==> src/rtl/cmd_link_pkg.sv <==
// Shared definitions for the token-dispenser serial link (host side).
// Holds the link byte constants, the command status codes, the host FSM
// state encoding and the reply-sequence lookup used by the host FSM.
package cmd_link_pkg;

  localparam logic [7:0] ANNOUNCE = 8'h01;
  localparam logic [7:0] PING     = 8'h02;
  localparam logic [7:0] GO       = 8'h06;
  localparam logic [7:0] ACK      = 8'h04;
  localparam logic [7:0] PONG     = 8'h05;
  localparam logic [7:0] COMPLETE = 8'h00;

  typedef enum logic [2:0] {
    ST_OK          = 3'd0,
    ST_TIMEOUT     = 3'd1,
    ST_BAD_RESP    = 3'd2,
    ST_NAK         = 3'd3,
    ST_SLAVE_RESET = 3'd4
  } status_e;

  typedef enum logic [2:0] {
    LINK_DOWN = 3'd0,
    READY     = 3'd1,
    SEND      = 3'd2,
    TXWAIT    = 3'd3,
    RESP      = 3'd4,
    DONE      = 3'd5
  } state_e;

  // Only PING and GO are understood by the dispenser; anything else makes it
  // reset and re-announce.
  function automatic logic verb_known(input logic [7:0] verb);
    return (verb == PING) || (verb == GO);
  endfunction

  // Expected reply byte at position idx of the reply sequence for verb.
  function automatic logic [7:0] expected_byte(input logic [7:0] verb,
                                               input logic [1:0] idx);
    logic [7:0] b;
    b = ANNOUNCE;
    if (verb == PING) begin
      b = PONG;
    end else if (verb == GO) begin
      case (idx)
        2'd0:    b = ACK;
        2'd1:    b = GO;
        default: b = COMPLETE;
      endcase
    end
    return b;
  endfunction

  // Index of the final reply byte for verb.
  function automatic logic [1:0] last_idx(input logic [7:0] verb);
    return (verb == GO) ? 2'd2 : 2'd0;
  endfunction

endpackage

==> src/rtl/cmd_timeout_ctr.sv <==
// 32-bit loadable down-counter used as the reply timeout timer.
// Ports: clk/rst (async, active-high), load + load_val reload the count,
// en decrements it, expired is high while the count is zero.
// The count saturates at zero instead of wrapping.
module cmd_timeout_ctr (
  input  logic        clk,
  input  logic        rst,
  input  logic        load,
  input  logic        en,
  input  logic [31:0] load_val,
  output logic        expired
);

  logic [31:0] count;

  always_ff @(posedge clk or posedge rst) begin
    if (rst) begin
      count <= 32'd0;
    end else if (load) begin
      count <= load_val;
    end else if (en && (count != 32'd0)) begin
      count <= count - 32'd1;
    end
  end

  assign expired = (count == 32'd0);

endmodule

==> src/rtl/cmd_host_fsm.sv <==
// Host-side command initiator for the token-dispenser serial link.
// Waits for the dispenser announce byte, sends one 4-byte command per
// cmd_valid/cmd_ready handshake through the async_transmitter byte
// interface, then checks the reply sequence and reports a status.
// Ports: clk50m/reset (async, active-high); cmd_* command handshake and
// bytes; tx_start/tx_data/tx_busy transmitter interface; rx_valid/rx_data
// receiver interface; link_up, done, status, last_rx result outputs.
module cmd_host_fsm
  import cmd_link_pkg::*;
#(
  parameter logic [31:0] RESP_TIMEOUT = 32'd5_000_000,
  parameter logic [31:0] DISP_TIMEOUT = 32'd500_000_000
) (
  input  logic       clk50m,
  input  logic       reset,
  input  logic       cmd_valid,
  output logic       cmd_ready,
  input  logic [7:0] cmd_verb,
  input  logic [7:0] cmd_arg1,
  input  logic [7:0] cmd_arg2,
  input  logic [7:0] cmd_arg3,
  output logic       tx_start,
  output logic [7:0] tx_data,
  input  logic       tx_busy,
  input  logic       rx_valid,
  input  logic [7:0] rx_data,
  output logic       link_up,
  output logic       done,
  output logic [2:0] status,
  output logic [7:0] last_rx
);

  state_e     state;
  logic [7:0] cmd_b [4];
  logic [1:0] idx;
  logic [1:0] ridx;
  logic       abort;
  logic       guard;

  logic        rx_ann;
  logic        tx_last;
  logic        rx_match;
  logic        rx_final;
  logic        tmr_load;
  logic        tmr_en;
  logic        tmr_expired;
  logic [1:0]  ridx_next;
  logic [31:0] tmr_val;

  always_comb begin
    rx_ann    = rx_valid && (rx_data == ANNOUNCE);
    tx_last   = (state == TXWAIT) && !tx_busy && !guard && (idx == 2'd3);
    rx_match  = (state == RESP) && rx_valid &&
                (rx_data == expected_byte(cmd_b[0], ridx));
    rx_final  = (ridx == last_idx(cmd_b[0]));
    ridx_next = tx_last ? 2'd0 : ridx + 2'd1;
    // Only the GO completion byte waits for the physical dispense.
    tmr_val   = ((cmd_b[0] == GO) && (ridx_next == 2'd2)) ? DISP_TIMEOUT
                                                          : RESP_TIMEOUT;
    tmr_load  = tx_last || (rx_match && !rx_final);
    tmr_en    = (state == RESP);
  end

  cmd_timeout_ctr u_timer (
    .clk      (clk50m),
    .rst      (reset),
    .load     (tmr_load),
    .en       (tmr_en),
    .load_val (tmr_val),
    .expired  (tmr_expired)
  );

  // Command bytes are pure data and need no reset.
  always_ff @(posedge clk50m) begin
    if ((state == READY) && cmd_valid) begin
      cmd_b[0] <= cmd_verb;
      cmd_b[1] <= cmd_arg1;
      cmd_b[2] <= cmd_arg2;
      cmd_b[3] <= cmd_arg3;
    end
  end

  always_ff @(posedge clk50m or posedge reset) begin
    if (reset) begin
      state     <= LINK_DOWN;
      cmd_ready <= 1'b0;
      tx_start  <= 1'b0;
      tx_data   <= 8'h00;
      link_up   <= 1'b0;
      done      <= 1'b0;
      status    <= ST_OK;
      last_rx   <= 8'h00;
      idx       <= 2'd0;
      ridx      <= 2'd0;
      abort     <= 1'b0;
      guard     <= 1'b0;
    end else begin
      tx_start <= 1'b0;
      done     <= 1'b0;
      case (state)
        LINK_DOWN: begin
          if (rx_ann) begin
            link_up   <= 1'b1;
            cmd_ready <= 1'b1;
            state     <= READY;
          end
        end
        READY: begin
          // tx_start is raised on entry to SEND so it is high exactly while
          // in SEND, one cycle after the accept.
          if (cmd_valid) begin
            cmd_ready <= 1'b0;
            idx       <= 2'd0;
            abort     <= 1'b0;
            tx_start  <= 1'b1;
            tx_data   <= cmd_verb;
            state     <= SEND;
          end
        end
        SEND: begin
          if (rx_ann) abort <= 1'b1;
          // The transmitter may not show busy until a cycle after start.
          guard <= 1'b1;
          state <= TXWAIT;
        end
        TXWAIT: begin
          guard <= 1'b0;
          if (rx_ann) abort <= 1'b1;
          if (!tx_busy && !guard) begin
            if (idx != 2'd3) begin
              idx      <= idx + 2'd1;
              tx_start <= 1'b1;
              tx_data  <= cmd_b[idx + 2'd1];
              state    <= SEND;
            end else if (abort || rx_ann) begin
              status <= ST_SLAVE_RESET;
              done   <= 1'b1;
              state  <= DONE;
            end else begin
              ridx  <= 2'd0;
              state <= RESP;
            end
          end
        end
        RESP: begin
          // A received byte takes precedence over a same-cycle expiry.
          if (rx_valid) begin
            last_rx <= rx_data;
            if (rx_match && rx_final) begin
              status <= verb_known(cmd_b[0]) ? ST_OK : ST_NAK;
              done   <= 1'b1;
              state  <= DONE;
            end else if (rx_match) begin
              ridx <= ridx + 2'd1;
            end else if (rx_data == ANNOUNCE) begin
              status <= ST_SLAVE_RESET;
              done   <= 1'b1;
              state  <= DONE;
            end else begin
              status <= ST_BAD_RESP;
              done   <= 1'b1;
              state  <= DONE;
            end
          end else if (tmr_expired) begin
            status  <= ST_TIMEOUT;
            link_up <= 1'b0;
            done    <= 1'b1;
            state   <= DONE;
          end
        end
        DONE: begin
          if (status == ST_TIMEOUT) begin
            state <= LINK_DOWN;
          end else begin
            cmd_ready <= 1'b1;
            state     <= READY;
          end
        end
        default: state <= LINK_DOWN;
      endcase
    end
  end

endmodule

==> config.mk <==
export PLATFORM = sky130hd
export DESIGN_NAME = cmd_host_fsm
export DESIGN_NICKNAME = d
export VERILOG_FILES = /design/src/rtl/cmd_link_pkg.sv /design/src/rtl/cmd_timeout_ctr.sv /design/src/rtl/cmd_host_fsm.sv
export SDC_FILE = /design/constraint.sdc
export NUM_CORES = 1
export LEC_CHECK = 0
export ABC_AREA = 1
export CAP_MARGIN = 20
export CORE_UTILIZATION = 62
export CTS_BUF_LIST = sky130_fd_sc_hd__clkbuf_8
export DETAILED_ROUTE_END_ITERATION = 8
export PLACE_DENSITY = 0.88
export SYNTH_ARGS = -nofsm -noshare
export SYNTH_HDL_FRONTEND = slang
export SYNTH_SLANG_ARGS = --single-unit
==> constraint.sdc <==
create_clock -name clk50m -period 4.95 [get_ports clk50m]
set_input_delay 0.99 -clock clk50m [delete_from_list [all_inputs] [get_ports clk50m]]
set_output_delay 0.99 -clock clk50m [all_outputs]
set_load 0.005 [all_outputs]
==> Word level (Yosys, flattened, before mapping) <==
Memories as Yosys holds them, arrays and structs flattened.
Index checks and enable logic that the tools add are counted.
{ "totals": {"reg_bits": 64, "ram_bits": 32, "output_inout_bits": 23, "wordCells": 153, "mem_count": 1} }
{ "mem_list": {"columns": ["memory", "words", "width", "read_ports", "rd_clocked_by_memory_dff", "write_ports", "line", "source"], "rows": [
  ["cmd_b", 4, 8, 2, 0, 4, "cmd_host_fsm.sv:34", "logic [7:0] cmd_b [4];"]
]} }
{ "classes": {"addsub": 3, "eq_ne": 31, "n_mux": 67, "reduce_logical": 38} }
{ "op_table": {"columns": ["op", "n"], "rows": [
  ["32-bit 2-to-1 mux", 2],
  ["3-bit 2-to-1 mux", 18],
  ["32-bit zero test", 1],
  ["32-bit nonzero test", 1],
  ["32-bit by 1-bit subtractor with 32-bit output (second input constant)", 1],
  ["29-bit 2-to-1 mux", 1],
  ["2-bit 2-to-1 mux", 12],
  ["8-bit 2-to-1 mux", 3],
  ["2-bit != test (second input constant)", 11],
  ["1-bit 2-to-1 mux", 19],
  ["3-bit one-hot mux with 6 select lines", 1],
  ["8-bit one-hot mux with 2 select lines", 1],
  ["1-bit logical AND", 12],
  ["3-bit one-hot mux with 2 select lines", 2],
  ["4-bit AND reduction", 3],
  ["2-bit nonzero test", 6],
  ["1-bit one-hot mux with 2 select lines", 5],
  ["8-bit by 1-bit == test with 1-bit output (second input constant)", 1],
  ["8-bit by 2-bit == test with 1-bit output (second input constant)", 1],
  ["8-bit by 3-bit == test with 1-bit output (second input constant)", 1],
  ["8-bit == test", 1],
  ["2-bit by 1-bit != test with 1-bit output (second input constant)", 4],
  ["2-bit one-hot mux with 2 select lines", 2],
  ["7-bit AND reduction", 1],
  ["20 further kinds", 29]
]} }

==> Depth between registers and ports, before layout <==
Gate-level depths: netlist of the first run.
{ "logic_depth": {"depth_word": 10, "mapped_depth": 15, "ltp_nobuf": 14} }

==> Hierarchy <==
A second synthesis of the first run with hierarchy kept.
{ "unflattened": {"hier_cells": 753, "area_unflattened_um2": 5562.8} }
{ "modules_own_cells": {"columns": ["mod", "n_inst", "cells_each", "area_per_inst_um2", "seq_area_each_um2"], "rows": [
  ["cmd_host_fsm", 1, 337, 3042.9, 1761.7],
  ["cmd_timeout_ctr", 1, 416, 2519.9, 800.8]
]} }

==> Least setup slack after synthesis of the first run <==
OpenSTA, ideal clock, no wires.
{ "synth_timing": {"path_type": "input-to-reg", "startpoint": "in rx_data[5]", "endpoint": "reg u_timer.count[30]", "setup_ns": 0.117, "arrival_ns": 2.078, "t_required_ns": 4.833, "setup_slack_ns": 2.755, "stages": 12, "path_buffers": 2, "cell_sequence": "nor2_1 -> nand3_1 -> nor2_2 -> nand3_2 -> nor2_4 -> nand3_4 -> nand2_4 -> buf_6 -> nor2_8 -> buf_6 -> nand2_1 -> nand2_1"} }
{ "synth_between": {"elab_chain_len": 5} }
{ "synth_lines": {"columns": ["element", "line", "source"], "rows": [
  ["from (decl)", "cmd_host_fsm.sv:26", "input logic [7:0] rx_data,"],
  ["8-bit == test *", "cmd_host_fsm.sv:54", "(rx_data == expected_byte(cmd_b[0], ridx));"],
  ["1-bit logical AND *", "cmd_host_fsm.sv:53", "rx_match = (state == RESP) && rx_valid &&"],
  ["1-bit logical AND *", "cmd_host_fsm.sv:60", "tmr_load = tx_last || (rx_match && !rx_final);"],
  ["1-bit logical OR *", "cmd_host_fsm.sv:60", null],
  ["32-bit 2-to-1 mux or 2-bit nonzero test (tied branches)", null, null],
  ["to (signal assigned)", "cmd_timeout_ctr.sv:20", "count <= load_val;"],
  ["to (signal assigned)", "cmd_timeout_ctr.sv:22", "count <= count - 32'd1;"],
  ["to (decl)", "cmd_timeout_ctr.sv:14", "logic [31:0] count;"]
]} }
Every way passes the cells marked *; elsewhere a longest branch is shown, timed or not.
A chain may end at the register's enable or synchronous reset.

==> Worst setup path after layout of the first run <==
{ "layout_timing": {"startpoint": "in rx_valid", "endpoint": "reg u_timer.count[13]"} }
{ "layout_between": {"elab_chain_len": 5} }
{ "layout_lines": {"columns": ["element", "line", "source"], "rows": [
  ["from (decl)", "cmd_host_fsm.sv:25", "input logic rx_valid,"],
  ["1-bit logical AND * (2 in series)", "cmd_host_fsm.sv:53", null],
  ["1-bit logical AND *", "cmd_host_fsm.sv:60", null],
  ["1-bit logical OR *", "cmd_host_fsm.sv:60", null],
  ["32-bit 2-to-1 mux or 2-bit nonzero test (tied branches)", null, null]
]} }
Marks and branches as above.

==> results.md, run 1 <==
- Outcome: finished clean
- Grt ovf: 0
- Starting Density: 65.1%
- Global-route wire length before repair: 20.6 mm
- DRC Markers: 0
- Vias in the first global route: 4,491
- TritonRoute pass-1 iters: 6
- Vias per cell: 5.78
- Wire length per cell: 15.5 µm
- Worst hold path type: register to register
- Core area: 7890 µm²
- Total GRT Usage: 30.7%
- Hold-fix buffers, CTS: 0
- Cell Rows: 32
- TNS Setup: 0 ns
- Clk sinks: 96
- WL final: 12.4 mm
- Clk buf depth: 2
- WP data required: 5.26 ns
- Number of DRC markers in iteration 0: 470
- Post-Place Cells: 781
- I/O pin cnt: 68
- CTS tree: built
- CP Max Fanout: 20
- Cell with the most instances after synthesis: nand2_1
- Setup crit start kind: input pin
- Post-synth top area cell: dfrtp_1
- Ant diodes: 0
- Worst-path clk slew: 0.10 ns
- Proportion of layout cells with a drive suffix above 1: 6.19%
- Clock latency on the worst-skew pair: 0.38 ns
- Final Cycle Share: 60.3%
- Max Fclk: 0.335 GHz
- Resize count post-CTS: 0
- Seq cells post-synth: 96
- Max_slew headroom: 49.2%
- Leak: 2.74 nW
- Clock Skew: 0.0142 ns
- Tightest Pin Transition: 0.762 ns
- Die span in y: 93.0 µm
- Fillers: 528
- Syn Inst Count: 625
- Predominant post-synthesis flop cell: dfrtp_1
- Routability congestion estimate: 0.971
- Synth Cell Area: 5140 µm²
- Cell area power density: 474 nW/µm²
- Die width: 93.0 µm
- Post-CTS setup buffer count: 0
- Synth cell types: 42
- Critical Path End Type: register
- Hold Violations, Final: 0
- Critical path class: input pin to register
- Clock root buffer: clkbuf_8
- Total number of vias: 4,608
- Buffers added on ports: 67
- Minimum clock period: 2.98 ns
- Htree depth: 3
- Post-synth EDFFs: 32
- Crit path arrival time: 3.29 ns
- Initial antenna violation count: 0
- Synth top cells by count: 182 x nand2_1, 95 x nor2_1, 64 x dfrtp_1, 53 x nand3_1, 49 x inv_1
- Final Slew Violations: 0
- Syn Nets: 674
- Layout Cells excl Fill: 797
- Total die area: 8660 µm²
- Maxcap violations: 0
- Post-synthesis sequential area ratio: 49.9%
- Top cell type's share of synthesized area: 31.2%
- Final nets: 739
- Syn avg cell area: 8.22 µm²
- Area delta synth->final: 18.1%
- Routed Antenna Nets: 0
- Synth async-reset ratio: 66.7%
- HPWL Detailed: 8.90 mm
- Main area contributors after synthesis: dfrtp_1 31%, edfxtp_1 19%, nand2_1 13%, nor2_1 6.9%, nand3_1 5.2%
- RSZ-0062 raised after global routing: false
- Final setup vio count: 0
- CTS buffer count: 9
- Synth Warn #: 0
- Largest net degree at the start of global routing: 36
- Peak VDD IR: 313 µV
[placed cells by master (no fill, tap or decap), types with 3 or more instances in the layout]
| cell | netlist | routed |
|---|---|---|
| inv_2 | 5 | 6 |
| o221ai_1 | 8 | 8 |
| nor2_2 | 5 | 5 |
| xor2_1 | 10 | 10 |
| nand3_1 | 53 | 53 |
| a21oi_1 | 10 | 10 |
| nor2_4 | 3 | 3 |
| clkbuf_8 | 0 | 9 |
| nand4_1 | 8 | 8 |
| nor3b_1 | 3 | 3 |
| o21ai_0 | 21 | 21 |
| xnor2_1 | 9 | 9 |
| inv_1 | 49 | 49 |
| o211ai_1 | 9 | 9 |
| mux2i_1 | 8 | 8 |
| nand2_2 | 3 | 3 |
| dfrtp_1 | 64 | 64 |
| clkdlybuf4s50_1 | 0 | 67 |
| nand2_1 | 182 | 182 |
| edfxtp_1 | 32 | 32 |
| nor3_1 | 8 | 8 |
| nor2_1 | 95 | 95 |
| ha_1 | 4 | 4 |
[logic make-up after synthesis]
kind of cell             synth area share [%]
AND/OR/NAND/NOR                          31.7
flip-flops                               49.9
buffers and inverters                    5.97
AO/OA/AOI/OAI                            6.67
XOR/XNOR                                 3.24
multiplexers                             1.56
adder cells (fa/ha/maj)                 0.974
[routing by layer]
metal	global-route usage, %	wire length [µm]
met1	40.5	5130
met2	50.2	5930
met3	5.77	1010
met4	12.4	282
met5	0	0
[power breakdown]
group	leakage [nW]	internal (W)	switching [W]
Sequential	1.09	0.00106	0.000233
Clock	0.0963	0.000193	0.000301
Combinational	1.55	0.000483	0.000603
[through the flow]
| stage | power (W) | setup slack, ns | utilization (%) | hold slack, ns | instance area, µm² |
|---|---|---|---|---|---|
| after global placement | 0.00229 | 1.74 | 74.2 | 0.461 | 5850 |
| after floorplan | 0.00193 | 2.36 | - | 0.442 | 5140 |
| after global routing | 0.00306 | 1.83 | 76.9 | 0.521 | 6070 |
| after detailed placement | 0.00236 | 1.62 | 74.5 | 0.463 | 5880 |
| final | 0.00288 | 1.97 | 76.9 | 0.486 | 6070 |
| after CTS | 0.00286 | 1.98 | 76.9 | 0.487 | 6070 |
[worst max-delay path, stage by stage]
cell and delay (ns):
clkdlybuf4s50_1 0.56, nand3_4 0.19, nor2_2 0.19, nand3_2 0.10, nor2_4 0.15, nand3_4 0.18
nand2_4 0.31, inv_2 0.12, nand2_1 0.29, nand2_1 0.11, nand2_1 0.07
[sequential cells by signal (all words and copies together) (netlist names)]
| register | count |
|---|---|
| ridx | 2 |
| u_timer.count | 32 |
| tx_data | 8 |
| state | 3 |
| done | 1 |
| idx | 2 |
| status | 3 |
| link_up | 1 |
| tx_start | 1 |
| abort | 1 |
| guard | 1 |
| cmd_b | 32 |
| last_rx | 8 |
| cmd_ready | 1 |
[area by class of cell]
class	count	area, µm²	share of cell area (%)
sequential	96	2560	42.2
multi-input combinational	458	2270	37.4
timing repair buffer	70	713	11.8
inverter	55	206	3.40
tap	102	128	2.10
clock buffer	9	124	2.04
clock inverter	7	65.1	1.07
[path summary, 6_finish.rpt]
check,slack [ns],depth (start not counted),from,endpoint
worst max register to register,2.33,9,idx[0],u_timer.count[13]
worst max-delay path,1.97,11,rx_valid,u_timer.count[13]
min in group asynchronous,0.99,2,reset,u_timer.count[17]
max in group asynchronous,3.07,3,reset,link_up
worst min register to register,0.49,2,ridx[1],ridx[1]
worst min-delay path,0.49,2,ridx[1],ridx[1]
Power figures use the tool's default switching activity.
==> run 2, diff against run 1 <==
- CORE_UTILIZATION: 62 -> 52
- PLACE_DENSITY: 0.88 -> 0.79
- clock period: 4.95 -> 2.7 ns (I/O delays scaled with it)
==> run 2 against run 1 <==
Compared with the run above:
- sequential cell count did not move
- sequential power rose by 77%
- utilization down 12 points
- largest cell class unchanged
- clock skew rose by 0.0062 ns
- critical path type is now register to register
==> results.md, run 2 (synthesis gave the netlist of run 1 again) <==
- Outcome: finished clean
- Clk buf depth: 2 (unchanged)
- Critical path class: register to register
- Setup crit start kind: register
- Crit path arrival time: 2.60 ns (-0.69 ns)
- Largest delay share family, worst path: simple AND/OR/NAND/NOR gates
- WP depth: 10 (-1)
- Routed Antenna Nets: 0 (unchanged)
- WP data required: 3.00 ns (-2.26 ns)
- Minimum clock period: 2.30 ns
- Clk pwr share: 17.9% (+0.7 points)
- Hold-fix buffers, CTS: 0 (unchanged)
- Internal power: 0.00320 W (+84%)
- Clock Skew: 0.0204 ns (+0.00624 ns)
- Buffer and inverter count on the worst path: 2 (unchanged)
- Met3 WL: 768 µm (-24%)
- Critical Path Max Stage Delay: 0.41 ns (-0.15 ns)
- Net load switching power: 0.00202 W (+77%)
- CP max-delay cell: dfrtp_1
- CTS tree: built
- Largest net degree at the start of global routing: 65 (+81%)
- Wire length per cell: 14.3 µm (-7.6%)
- Layout Cells excl Fill: 829 (+4.0%)
- HPWL Detailed: 8.52 mm (-4.2%)
- Hold Violations, Final: 0 (unchanged)
- Initial antenna violation count: 0 (unchanged)
- Number of DRC markers in iteration 0: 333 (-29%)
- Vias per cell: 5.41 (-6.3%)
- Max layer used: met4
- Htree depth: 3 (unchanged)
- Worst-path clk slew: 0.11 ns (about the same)
- Sw Ratio: 38.6% (-0.90 points)
- Starting Density: 54.6% (-11 points)
- Global-route wire length before repair: 20.1 mm (-2.3%)
- Commonest non-fill, non-tap cell in the layout: nand2_1
- Hold path depth: 2 (unchanged)
- Buffers added on ports: 67 (unchanged)
- Met2 WL: 5.64 mm (-4.8%)
- Clock latency on the worst-skew pair: 0.37 ns (about the same)
- Final Cycle Share: 85.2%
- Total GRT Usage: 25.0% (-5.7 points)
- Final setup vio count: 0 (unchanged)
- Die width: 101 µm (+9.0%)
- WL final: 11.9 mm (-3.9%)
- Sequence of cells on the critical path: inv_1, ha_1, nand2_2, nor2_4, nand4_1, nand2_2, inv_2, nor2_8, nand2_1, nand2_1
- Peak VDD IR: 605 µV (+94%)
- Critical Path End Type: register
- Top Registers: cmd_b: 32 flops, u_timer.count: 32 flops
- Tightest Pin Transition: 0.516 ns (-0.246 ns)
- Post-Place Cells: 813 (+4.1%)
- Proportion of layout cells with a drive suffix above 1: 7.00% (+0.81 points)
- Cell area power density: 849 nW/µm² (+79%)
- Cell Rows: 35 (+9.4%)
- Routability congestion estimate: 0.896 (-7.7%)
- R2R cell count: 10 (+1)
- Gate power share: 38.0% (+0.2 points)
- Vias in the first global route: 4,365 (-2.8%)
- Post-CTS setup buffer count: 0 (unchanged)
- Max Fclk: 0.434 GHz
- Maxcap violations: 0 (unchanged)
- Core area: 9420 µm² (+19%)
- Leak: 2.76 nW (+1.0%)
- Total die area: 10,300 µm² (+19%)
- CTS buffer count: 9 (unchanged)
- CP Max Fanout: 20 (unchanged)
- Area delta synth->final: 19.6%
- Ant diodes: 0 (unchanged)
- Commonest non-fill, non-tap cells in the layout: 182 x nand2_1, 95 x nor2_1, 67 x clkdlybuf4s50_1
- I/O pin cnt: 68 (unchanged)
- Resize count post-CTS: 0 (unchanged)
- TritonRoute pass-1 iters: 6 (unchanged)
- RSZ-0062 raised after global routing: false
- Sequential share of power: 44.1% (-0.9 points)
- Grt ovf: 0 (unchanged)
- Die span in y: 101 µm (+9.0%)
- Clk sinks: 96 (unchanged)
- Max_slew headroom: 65.3% (+16 points)
- Clock root buffer: clkbuf_8
- Total number of vias: 4,489 (-2.6%)
- DRC Markers: 0 (unchanged)
- Met1 WL: 5.25 mm (+2.4%)
- Final nets: 744 (+0.68%)
- Final Slew Violations: 0 (unchanged)
- TNS Setup: 0 ns (unchanged)
- Worst hold path type: register to register
==> run 2: cell types whose count changed in the layout (fill, tap and decap cells not counted), sizes merged <==
cell	change
clkinv	+1
buf	+5
clkinvlp	-1
==> run 2: path summary, 6_finish.rpt <==
path	start	to	slack [ns]
min in group asynchronous	reset	u_timer.count[2]	0.54
max in group asynchronous	reset	state[2]	1.87
worst max-delay path	u_timer.count[0]	u_timer.count[28]	0.40
worst min register to register	ridx[1]	ridx[1]	0.49
worst min-delay path	ridx[1]	ridx[1]	0.49
worst max register to register	u_timer.count[0]	u_timer.count[28]	0.40
==> run 2: area by class of cell <==
type	instances	area (µm²)
clock inverter	7	68.8
tap	129	161
timing repair buffer	75	756
inverter	55	206
fill	780	3270
sequential	96	2560
multi-input combinational	458	2270
clock buffer	9	124
==> run 2: metal layers <==
layer | vias up | GRT usage (%)
met2 | 193 | 41.2
met4 | 0 | 9.25
met3 | 18 | 3.86
li1 | 2190 | -
met1 | 2088 | 33.7
met5 | - | 0
==> run 2: power by group through the flow <==
stage,sequential (W),combinational (W),clock (W)
detailed placement,0.00232,0.00198,0
finish,0.00230,0.00198,0.000933
floorplan,0.00225,0.00129,0
global placement,0.00232,0.00192,0
CTS,0.00230,0.00200,0.000951
global route,0.00235,0.00226,0.00101
==> run 2: per-stage QoR <==
step                hold slack, ns  utilization (%)  power, W  setup slack [ns]  cell area (µm²)
global route                 0.514             65.3   0.00562             0.237             6150
detailed placement           0.462             63.3   0.00430             0.183             5960
finish                       0.486             65.3   0.00522             0.398             6150
global placement             0.457             63.3   0.00424             0.327             5960
CTS                          0.490             65.3   0.00525             0.405             6150
floorplan                    0.442                -   0.00354             0.562             5140
==> run 2: tightest hold or removal path: cells and delay by family (launching register included) <==
kind / cells / cell delay [ns]
flops: 1 / 0.36
simple gates: 2 / 0.10
==> run 3, diff against run 2 <==
- CAP_MARGIN: 20 -> 10
==> results of run 3 <==
The final DEF is identical to that of run 2; final timing and power are the same.
